**config.mk**
```make
export PLATFORM = sky130hd
export DESIGN_NAME = dmem_arbiter
export DESIGN_NICKNAME = d
export VERILOG_FILES = /design/src/rtl/dmem_arb_pkg.sv /design/src/rtl/dmem_arb_grant.sv /design/src/rtl/dmem_arbiter.sv
export SDC_FILE = /design/constraint.sdc
export NUM_CORES = 1
export LEC_CHECK = 0
export CORE_AREA = 2 2 92 94
export DETAILED_ROUTE_END_ITERATION = 10
export DIE_AREA = 0 0 94 96
export PLACE_DENSITY = 0.67
export SETUP_SLACK_MARGIN = 0.02
export SYNTH_ARGS = -nofsm -noshare
export SYNTH_HDL_FRONTEND = slang
export SYNTH_SLANG_ARGS = --single-unit
```
**constraint.sdc**
```tcl
create_clock -name clk -period 4.08 [get_ports clk]
set_clock_uncertainty 0.05 [all_clocks]
set_input_delay 0.816 -clock clk [delete_from_list [all_inputs] [get_ports clk]]
set_output_delay 0.816 -clock clk [all_outputs]
set_load 0.03 [all_outputs]
```
**src/rtl/dmem_arb_pkg.sv**
```systemverilog
// Shared types and defaults for the data-memory arbiter: FSM states, owner tags, size constants.
// No logic lives here; the grant unit and top both import it.
package dmem_arb_pkg;

  localparam int DEF_AW        = 10;
  localparam int DEF_DW        = 32;
  localparam int DEF_MAX_BURST = 4;

  typedef enum logic [1:0] {
    IDLE      = 2'd0,
    CPU_OWN   = 2'd1,
    FFT_BURST = 2'd2
  } arb_state_e;

  typedef enum logic {
    OWN_CPU = 1'b0,
    OWN_FFT = 1'b1
  } owner_e;

  function automatic int burst_cnt_w(input int max_burst);
    return $clog2(max_burst + 1);
  endfunction

endpackage

```
**src/rtl/dmem_arb_grant.sv**
```systemverilog
// CPU/FFT grant decision (combinational, 0 cycles) plus ownership state, FFT burst count and fairness flag.
// A losing requester simply sees no grant and must hold its request; the CPU waits at most MAX_BURST cycles.
module dmem_arb_grant
  import dmem_arb_pkg::*;
#(
  parameter int MAX_BURST = DEF_MAX_BURST
) (
  input  logic clk,
  input  logic rst_n,
  input  logic cpu_req,
  input  logic fft_req,
  output logic cpu_gnt,
  output logic fft_gnt
);

  localparam int CW = burst_cnt_w(MAX_BURST);
  localparam logic [CW-1:0] CNT_MAX = CW'(MAX_BURST);

  arb_state_e    state_q, state_d;
  logic [CW-1:0] burst_cnt_q, burst_cnt_d;
  logic          fft_turn_q, fft_turn_d;
  logic          burst_open;

  always_ff @(posedge clk or negedge rst_n) begin
    if (!rst_n) begin
      state_q     <= IDLE;
      burst_cnt_q <= '0;
      fft_turn_q  <= 1'b0;
    end else begin
      state_q     <= state_d;
      burst_cnt_q <= burst_cnt_d;
      fft_turn_q  <= fft_turn_d;
    end
  end

  always_comb begin
    burst_open  = (state_q == FFT_BURST) && (burst_cnt_q < CNT_MAX);
    // FFT keeps a running burst, or takes the turn the CPU owes it after a CPU win.
    fft_gnt     = fft_req & (~cpu_req | burst_open | ((state_q != FFT_BURST) & fft_turn_q));
    cpu_gnt     = cpu_req & ~fft_gnt;

    state_d     = IDLE;
    burst_cnt_d = '0;
    fft_turn_d  = fft_turn_q;

    if (fft_gnt) begin
      state_d    = FFT_BURST;
      fft_turn_d = 1'b0;
      if (state_q == FFT_BURST) begin
        burst_cnt_d = (burst_cnt_q == CNT_MAX) ? CNT_MAX : burst_cnt_q + CW'(1);
      end else begin
        burst_cnt_d = CW'(1);
      end
    end else if (cpu_gnt) begin
      state_d    = CPU_OWN;
      fft_turn_d = fft_req;
    end
  end

endmodule

```
**src/rtl/dmem_arbiter.sv**
```systemverilog
// Single-port data-memory arbiter for CPU load/store and FFT butterfly engine; grant same cycle, read data +1 cycle.
// Loser stalls (cpu_stall for CPU) holding its request; DMEM_ARB_PERF_EN adds stall/grant performance counters.
module dmem_arbiter
  import dmem_arb_pkg::*;
#(
  parameter int AW        = DEF_AW,
  parameter int DW        = DEF_DW,
  parameter int MAX_BURST = DEF_MAX_BURST
) (
  input  logic          clk,
  input  logic          rst_n,
  input  logic          cpu_req,
  input  logic          cpu_we,
  input  logic [AW-1:0] cpu_addr,
  input  logic [DW-1:0] cpu_wdata,
  output logic          cpu_gnt,
  output logic          cpu_stall,
  output logic          cpu_rvalid,
  output logic [DW-1:0] cpu_rdata,
  input  logic          fft_req,
  input  logic          fft_we,
  input  logic [AW-1:0] fft_addr,
  input  logic [DW-1:0] fft_wdata,
  output logic          fft_gnt,
  output logic          fft_rvalid,
  output logic [DW-1:0] fft_rdata,
  output logic          mem_en,
  output logic          mem_we,
  output logic [AW-1:0] mem_addr,
  output logic [DW-1:0] mem_wdata,
  input  logic [DW-1:0] mem_rdata
`ifdef DMEM_ARB_PERF_EN
  ,
  input  logic          perf_clr,
  output logic [31:0]   cpu_stall_cnt,
  output logic [31:0]   fft_gnt_cnt
`endif
);

  owner_e own;
  logic   cpu_rd_q, cpu_rd_d;
  logic   fft_rd_q, fft_rd_d;

  dmem_arb_grant #(
    .MAX_BURST(MAX_BURST)
  ) u_grant (
    .clk     (clk),
    .rst_n   (rst_n),
    .cpu_req (cpu_req),
    .fft_req (fft_req),
    .cpu_gnt (cpu_gnt),
    .fft_gnt (fft_gnt)
  );

  always_comb begin
    own       = fft_gnt ? OWN_FFT : OWN_CPU;
    mem_en    = cpu_gnt | fft_gnt;
    mem_we    = 1'b0;
    mem_addr  = '0;
    mem_wdata = '0;
    if (mem_en) begin
      if (own == OWN_FFT) begin
        mem_we    = fft_we;
        mem_addr  = fft_addr;
        mem_wdata = fft_wdata;
      end else begin
        mem_we    = cpu_we;
        mem_addr  = cpu_addr;
        mem_wdata = cpu_wdata;
      end
    end
    cpu_stall = cpu_req & ~cpu_gnt;
    cpu_rd_d  = cpu_gnt & ~cpu_we;
    fft_rd_d  = fft_gnt & ~fft_we;
  end

  // Read tag: one flag per owner marks whose data comes back from memory next cycle.
  always_ff @(posedge clk or negedge rst_n) begin
    if (!rst_n) begin
      cpu_rd_q <= 1'b0;
      fft_rd_q <= 1'b0;
    end else begin
      cpu_rd_q <= cpu_rd_d;
      fft_rd_q <= fft_rd_d;
    end
  end

  assign cpu_rvalid = cpu_rd_q;
  assign fft_rvalid = fft_rd_q;
  assign cpu_rdata  = mem_rdata;
  assign fft_rdata  = mem_rdata;

`ifdef DMEM_ARB_PERF_EN
  logic [31:0] cpu_stall_cnt_q, cpu_stall_cnt_d;
  logic [31:0] fft_gnt_cnt_q, fft_gnt_cnt_d;

  always_comb begin
    cpu_stall_cnt_d = cpu_stall_cnt_q;
    fft_gnt_cnt_d   = fft_gnt_cnt_q;
    if (perf_clr) begin
      cpu_stall_cnt_d = '0;
      fft_gnt_cnt_d   = '0;
    end else begin
      if (cpu_stall && (cpu_stall_cnt_q != '1)) cpu_stall_cnt_d = cpu_stall_cnt_q + 32'd1;
      if (fft_gnt && (fft_gnt_cnt_q != '1))     fft_gnt_cnt_d   = fft_gnt_cnt_q + 32'd1;
    end
  end

  always_ff @(posedge clk or negedge rst_n) begin
    if (!rst_n) begin
      cpu_stall_cnt_q <= '0;
      fft_gnt_cnt_q   <= '0;
    end else begin
      cpu_stall_cnt_q <= cpu_stall_cnt_d;
      fft_gnt_cnt_q   <= fft_gnt_cnt_d;
    end
  end

  assign cpu_stall_cnt = cpu_stall_cnt_q;
  assign fft_gnt_cnt   = fft_gnt_cnt_q;
`endif

endmodule

```
==> reports/qor.yml, run 1 <==
timing:
  setup_violations: 0
  layout_worst_path_cycle_share: 0.8850
  grt_setup_unrepaired: "false"
  hold_violations: 0
  worst_pin_slew_ps: 384.1
  fmax_mhz: 277.0
  maxSlewHeadroom: 0.7431
  drv_slew: 0
  timing.hold.ws_ps: 575.7
  finalCriticalPeriod_ps: 3611
  fin_tns_setup_ps: 0
  setup_ws_ps: 469.4
floorplan:
  rows: 33
  chipWidth_um: 94
  dieArea_um2: 9024
  coreArea_um2: 8051
  io_pins: 235
  start_util: 0.1660
  die_h_um: 96
cells_and_area:
  multi_input_area_um2: 561.8
  finish.net_count: 348
  n_antenna_cell: 0
  layout.cells.non_filler: 327
  nFillCells: 838
  synthToLayoutAreaGrowth_pct: 79.96
  layout-drive-gt1-share: 0.2477
  seqCellArea_um2: 200.2
drt:
  wl_mm: 4.811
  routed_via_density: 4.232
  drcViolationCount: 0
  wl_per_cell_um: 14.71
  drt_iter0_markers: 9
  vias: 1384
  antenna_left: 0
  firstDrtPassIters: 3
clock_network:
  path_clk_slew_ps: 40
  clk_latency_ps: 230
  cts_tree: "built"
  cts_resized: 0
  postCtsSetupBuffers: 0
  clock-root-buffer: "clkbuf_8"
  cts_buffers: 3
  htree_levels: 1
  clock_path_buffers: 2
  ctsHoldBuffers: 0
  cts.sinks: 8
logic_synthesis:
  postSynthCellCount: 150
  syn_nets: 274
  ys_seq_area_frac: 0.1498
  ys_types: 20
  ys_ff_latch: 8
  yosysWarnings: 0
  avgSynthCellArea_um2: 8.909
  syn_area_um2: 1336
pwr:
  powerDensity_nw_per_um2: 240.6
  peakVddDrop_mv: 0.08959
  finalPower_mw: 0.5785
  power.leakage_nw: 1.032
worst_setup_path:
  cp.required_ps: 3210
  critical_path_class: "in -> out"
  arrival_ps: 2740
  path_max_fanout: 4
  worstSetupEndpointType: "output pin"
  cp-start-kind: "input pin"
placement:
  io_buffers: 138
  dpl.cell_count: 324
  pre_cts_ws_ps: 484.5
  dpl.hpwl_mm: 3.998
  gp_congestion: 0.7031
global_route:
  grt_max_degree: 33
  grt_overflow: 0
  grt_pass1_wl_mm: 6.624
  grt_pass1_vias: 1393
  grtUsageTotal: 0.09206
  antenna_found_initial: 0
worst_hold_path:
  worst_hold_path_type: "reg -> reg"
run:
  maxCapViolations: 0
run_status:
  outcome: "complete, no violations"
[routing by layer]
metal  vias to the layer above  track usage  share of wire
met4                         0      0.05072          0.037
met5                         -            0              0
met1                       624      0.09438           0.34
met3                        30      0.02976           0.13
li1                        623            -              -
met2                       107       0.1661           0.49
[power breakdown]
group | internal (mW) | total [mW] | leakage, nW | switching, mW
sequential | 0.0848 | 0.0887 | 0.104 | 0.00386
clock | 0.0637 | 0.0922 | 0.0216 | 0.0285
combinational | 0.208 | 0.398 | 0.907 | 0.190
[cell usage in the layout (no fill, tap or decap)]
master and n:
a21oi_1 3, a22o_1 43, a311oi_4 2, and2_1 1
and3_1 1, and4b_2 1, and4bb_4 1, buf_12 12
buf_4 36, clkbuf_8 3, clkdlybuf4s50_1 94, dfrtp_1 8
ha_1 2, inv_1 5, nand2_1 2, nand2b_1 1
nor2_1 3, nor2b_1 1, nor3_1 1, nor4b_1 1
o21a_1 1
[cells by family (layout without fill, tap and decap cells)]
| family | count (synthesis) | in the layout | synth area share |
|---|---|---|---|
| compound gates | 49 | 49 | 0.3380 |
| fa+ha+maj | 2 | 2 | 0.01872 |
| buf+inv | 78 | 150 | 0.4298 |
| flops | 8 | 8 | 0.1498 |
| simple gates | 13 | 13 | 0.06368 |
[cell type report]
cell class	instances	share of cell area
Clock buffer	3	0.01717
Inverter	5	0.007804
Multi-Input combinational cell	64	0.2336
Sequential cell	8	0.08325
Tap cell	105	0.05463
Timing Repair Buffer	142	0.6035
[Yosys cell counts]
| cell | n | area share |
|---|---|---|
| buf_4 | 66 | 0.37 |
| a22o_1 | 43 | 0.28 |
| dfrtp_1 | 8 | 0.15 |
| inv_1 | 5 | 0.014 |
| buf_6 | 4 | 0.034 |
| a21oi_1 | 3 | 0.011 |
| buf_2 | 3 | 0.011 |
| nor2_1 | 3 | 0.0084 |
| a311oi_4 | 2 | 0.039 |
| ha_1 | 2 | 0.019 |
| nand2_1 | 2 | 0.0056 |
| and2_1 | 1 | 0.0047 |
| and3_1 | 1 | 0.0047 |
| and4b_2 | 1 | 0.0084 |
| and4bb_4 | 1 | 0.012 |
| nand2b_1 | 1 | 0.0047 |
| nor2b_1 | 1 | 0.0047 |
| nor3_1 | 1 | 0.0037 |
| nor4b_1 | 1 | 0.0066 |
| o21a_1 | 1 | 0.0056 |
[per-stage QoR]
stage | area [µm²] | util
2_1_floorplan | 1336 | -
3_3_place_gp | 2364 | 0.2936
3_5_place_dp | 2364 | 0.2936
4_1_cts | 2405 | 0.2987
5_1_grt | 2405 | 0.2987
6_report | 2405 | 0.2987
[worst paths after layout]
check                              startpoint                      to  slack [ps]  depth (start not counted)
hold reg to reg            u_grant.fft_turn_q      u_grant.fft_turn_q         580                          2
min in group asynchronous               rst_n              fft_rvalid         830                          1
max in group asynchronous               rst_n  u_grant.burst_cnt_q[0]        2880                          1
setup reg to reg           u_grant.state_q[0]  u_grant.burst_cnt_q[2]        2330                          4
setup / recovery                      cpu_req               cpu_stall         470                          5
hold / removal             u_grant.fft_turn_q      u_grant.fft_turn_q         580                          2
[sequential cells by signal (all words and copies together) (netlist names)]
name,cells
u_grant.burst_cnt_q,3
u_grant.state_q,2
cpu_rvalid,1
fft_rvalid,1
u_grant.fft_turn_q,1
[worst max-delay path: stages]
cell and delay (ps):
clkdlybuf4s50_1 500, and4b_2 280, a311oi_4 320, and2_1 170
clkdlybuf4s50_1 660
No activity file was read; power rests on OpenSTA's default activity.
==> inputs of run 2 (changes only) <==
PLACE_DENSITY = unset   (was 0.67)
PLACE_DENSITY_LB_ADDON = 0.1   (was unset)
==> run 2 against run 1 <==
Against the previous run: clock-buffer cell count stayed put; worst setup slack worse by 290 ps; design area is 0.31% lower; die area stayed put; sequential share of layout area hardly changed.
==> reports/qor.yml, run 2 (synthesis results as in run 1) <==
run_status:
  outcome: "complete, no violations"  # unchanged
clock_network:
  clk_latency_ps: 230  # about the same
  cts.sinks: 8  # unchanged
  cts_tree: "built"  # unchanged
  cts_resized: 0  # unchanged
  ctsHoldBuffers: 0  # unchanged
  htree_levels: 1  # unchanged
  cts_buffers: 3  # unchanged
  path_clk_slew_ps: 40  # about the same
  clock_path_buffers: 2  # unchanged
  clock-root-buffer: "clkbuf_8"  # unchanged
  postCtsSetupBuffers: 0  # unchanged
pwr:
  power.leakage_nw: 0.9419  # was 1.032 nW
  peakVddDrop_mv: 0.08368  # was 0.08959 mV
  powerDensity_nw_per_um2: 235.8  # was 240.6 nW/µm²
worst_setup_path:
  cp.required_ps: 3210  # about the same
  critical_path_class: "in -> out"  # unchanged
  r2r_setup_slack_ps: 2380  # was 2330 ps
  rr_endpoint: "u_grant.burst_cnt_q[2]"  # unchanged
  cp-start-kind: "input pin"  # unchanged
  rr_startpoint: "u_grant.state_q[0]"  # unchanged
  arrival_ps: 3040  # was 2740 ps
  crit_chain: "clkdlybuf4s50_1 -> and4bb_4 -> a311oi_4 -> buf_12 -> a22o_1 -> clkdlybuf4s50_1"  # was clkdlybuf4s50_1 -> and4b_2 -> a311oi_4 -> and2_1 -> clkdlybuf4s50_1
  slowest_stage: "clkdlybuf4s50_1"  # unchanged
  reg2reg_depth: 4  # unchanged
  crit_top_cell: "clkdlybuf4s50_1"  # unchanged
  worstSetupEndpointType: "output pin"  # unchanged
  slowest_delay_ps: 680  # was 660 ps
  path_max_fanout: 33  # was 4
worst_hold_path:
  hold_start: "u_grant.fft_turn_q"  # unchanged
  holdPathEnd: "u_grant.fft_turn_q"  # unchanged
  hold_depth: 2  # unchanged
  worst_hold_path_type: "reg -> reg"  # unchanged
global_route:
  grt_pass1_vias: 1375  # was 1,393
  grt_overflow: 0  # unchanged
  grt_max_degree: 38  # was 33
  grtUsageTotal: 0.09814  # was 0.09206
  antenna_found_initial: 0  # unchanged
  grt_pass1_wl_mm: 6.872  # was 6.624 mm
placement:
  dpl.cell_count: 325  # was 324
  gp_congestion: 0.6955  # was 0.7031
  postPlaceCellArea_um2: 2356  # was 2364 µm²
  io_buffers: 138  # unchanged
  dpl.hpwl_mm: 3.983  # was 3.998 mm
run:
  maxCapViolations: 0  # unchanged
cells_and_area:
  nFillCells: 845  # was 838
  final_common_cell: "clkdlybuf4s50_1"  # unchanged
  n_antenna_cell: 0  # unchanged
  layout_common_cells: "clkdlybuf4s50_1, a22o_1, dfrtp_1"  # was clkdlybuf4s50_1, a22o_1, buf_4
  post-route-cell-area_um2: 2397  # was 2405 µm²
  finish.net_count: 349  # was 348
  reg.largest.list: "u_grant.burst_cnt_q: 3 flops, u_grant.state_q: 2 flops"  # unchanged
  utilization: 0.2977  # was 0.2987
  synthToLayoutAreaGrowth_pct: 79.40  # was 79.96%
  regMostFlops: "u_grant.burst_cnt_q"  # unchanged
  layout.cells.non_filler: 328  # was 327
  layout-drive-gt1-share: 0.05381  # was 0.2477
  largest_register_ffs: 3  # unchanged
timing:
  maxSlewHeadroom: 0.7465  # was 0.7431
  grt_setup_unrepaired: "false"  # unchanged
  worst_pin_slew_ps: 379.1  # was 384.1 ps
  drv_slew: 0  # unchanged
  finalCriticalPeriod_ps: 3903  # was 3611 ps
  fmax_mhz: 256.2  # was 277.0 MHz
  layout_worst_path_cycle_share: 0.9566  # was 0.8850
  hold_violations: 0  # unchanged
  timing.hold.ws_ps: 552.9  # was 575.7 ps
  setup_violations: 0  # unchanged
  fin_tns_setup_ps: 0  # unchanged
drt:
  wl_per_cell_um: 14.78  # was 14.71 µm
  vias: 1354  # was 1,384
  routed_via_density: 4.128  # was 4.232
  dr.max_layer_used: "met4"  # unchanged
  drt_iter0_markers: 23  # was 9
  wl_mm: 4.848  # was 4.811 mm
  wl_met3_um: 604  # was 635 µm
  route.met2.wl_mm: 2.310  # was 2.368 mm
  met1_length_mm: 1.750  # was 1.628 mm
  drcViolationCount: 0  # unchanged
  firstDrtPassIters: 4  # was 3
  antenna_left: 0  # unchanged
floorplan:
  rows: 33  # unchanged
  coreArea_um2: 8051  # unchanged
  dieArea_um2: 9024  # unchanged
  start_util: 0.1660  # unchanged
  io_pins: 235  # unchanged
  die_h_um: 96  # unchanged
  chipWidth_um: 94  # unchanged
-- run 2: per-stage QoR --
step / total power, mW / worst slack [ps]
5_1_grt: 0.5958 / 81.88
2_1_floorplan: 0.3945 / 1229
4_1_cts: 0.5740 / 156.1
3_5_place_dp: 0.4747 / 189.3
3_3_place_gp: 0.4768 / 166.3
6_report: 0.5653 / 177.3
-- run 2: worst max-delay path, delay by kind of cell --
kind,cells,cell delay (ps)
buffers and inverters,3,1430
AO/OA/AOI/OAI,2,520
AND/OR/NAND/NOR,1,250
-- run 2: routing by layer --
metal,vias to the layer above,track usage
li1,623,-
met1,586,0.1024
met2,119,0.1685
met3,26,0.04385
met4,0,0.04831
met5,-,0
-- run 2: report_power, final --
| part | switching (mW) | internal, mW | total (mW) | leakage, nW |
|---|---|---|---|---|
| Clock | 0.0317 | 0.0640 | 0.0956 | 0.0216 |
| Sequential | 0.00334 | 0.0847 | 0.0881 | 0.104 |
| Combinational | 0.180 | 0.201 | 0.382 | 0.817 |
| Total | 0.215 | 0.350 | 0.565 | 0.942 |
-- run 2: area by class of cell --
type	instances	area [µm²]	area share
clock buffers	3	41.29	0.01722
inverters	5	18.77	0.007829
multi-input cells	64	561.8	0.2343
flip-flops and latches	8	200.2	0.08351
well taps	105	131.4	0.05480
repair buffers	143	1444	0.6023
-- run 2: how the worst max path moves through the flow --
stage	startpoint	to	slack, ps	cells past startpoint
2_1_floorplan	fft_req	mem_addr[0]	1230	4
3_3_place_gp	fft_req	mem_wdata[27]	170	6
3_5_place_dp	fft_req	mem_wdata[27]	190	6
4_1_cts	fft_req	mem_wdata[27]	160	6
5_1_grt	fft_req	mem_wdata[27]	80	6
6_report	fft_req	mem_wdata[27]	180	6
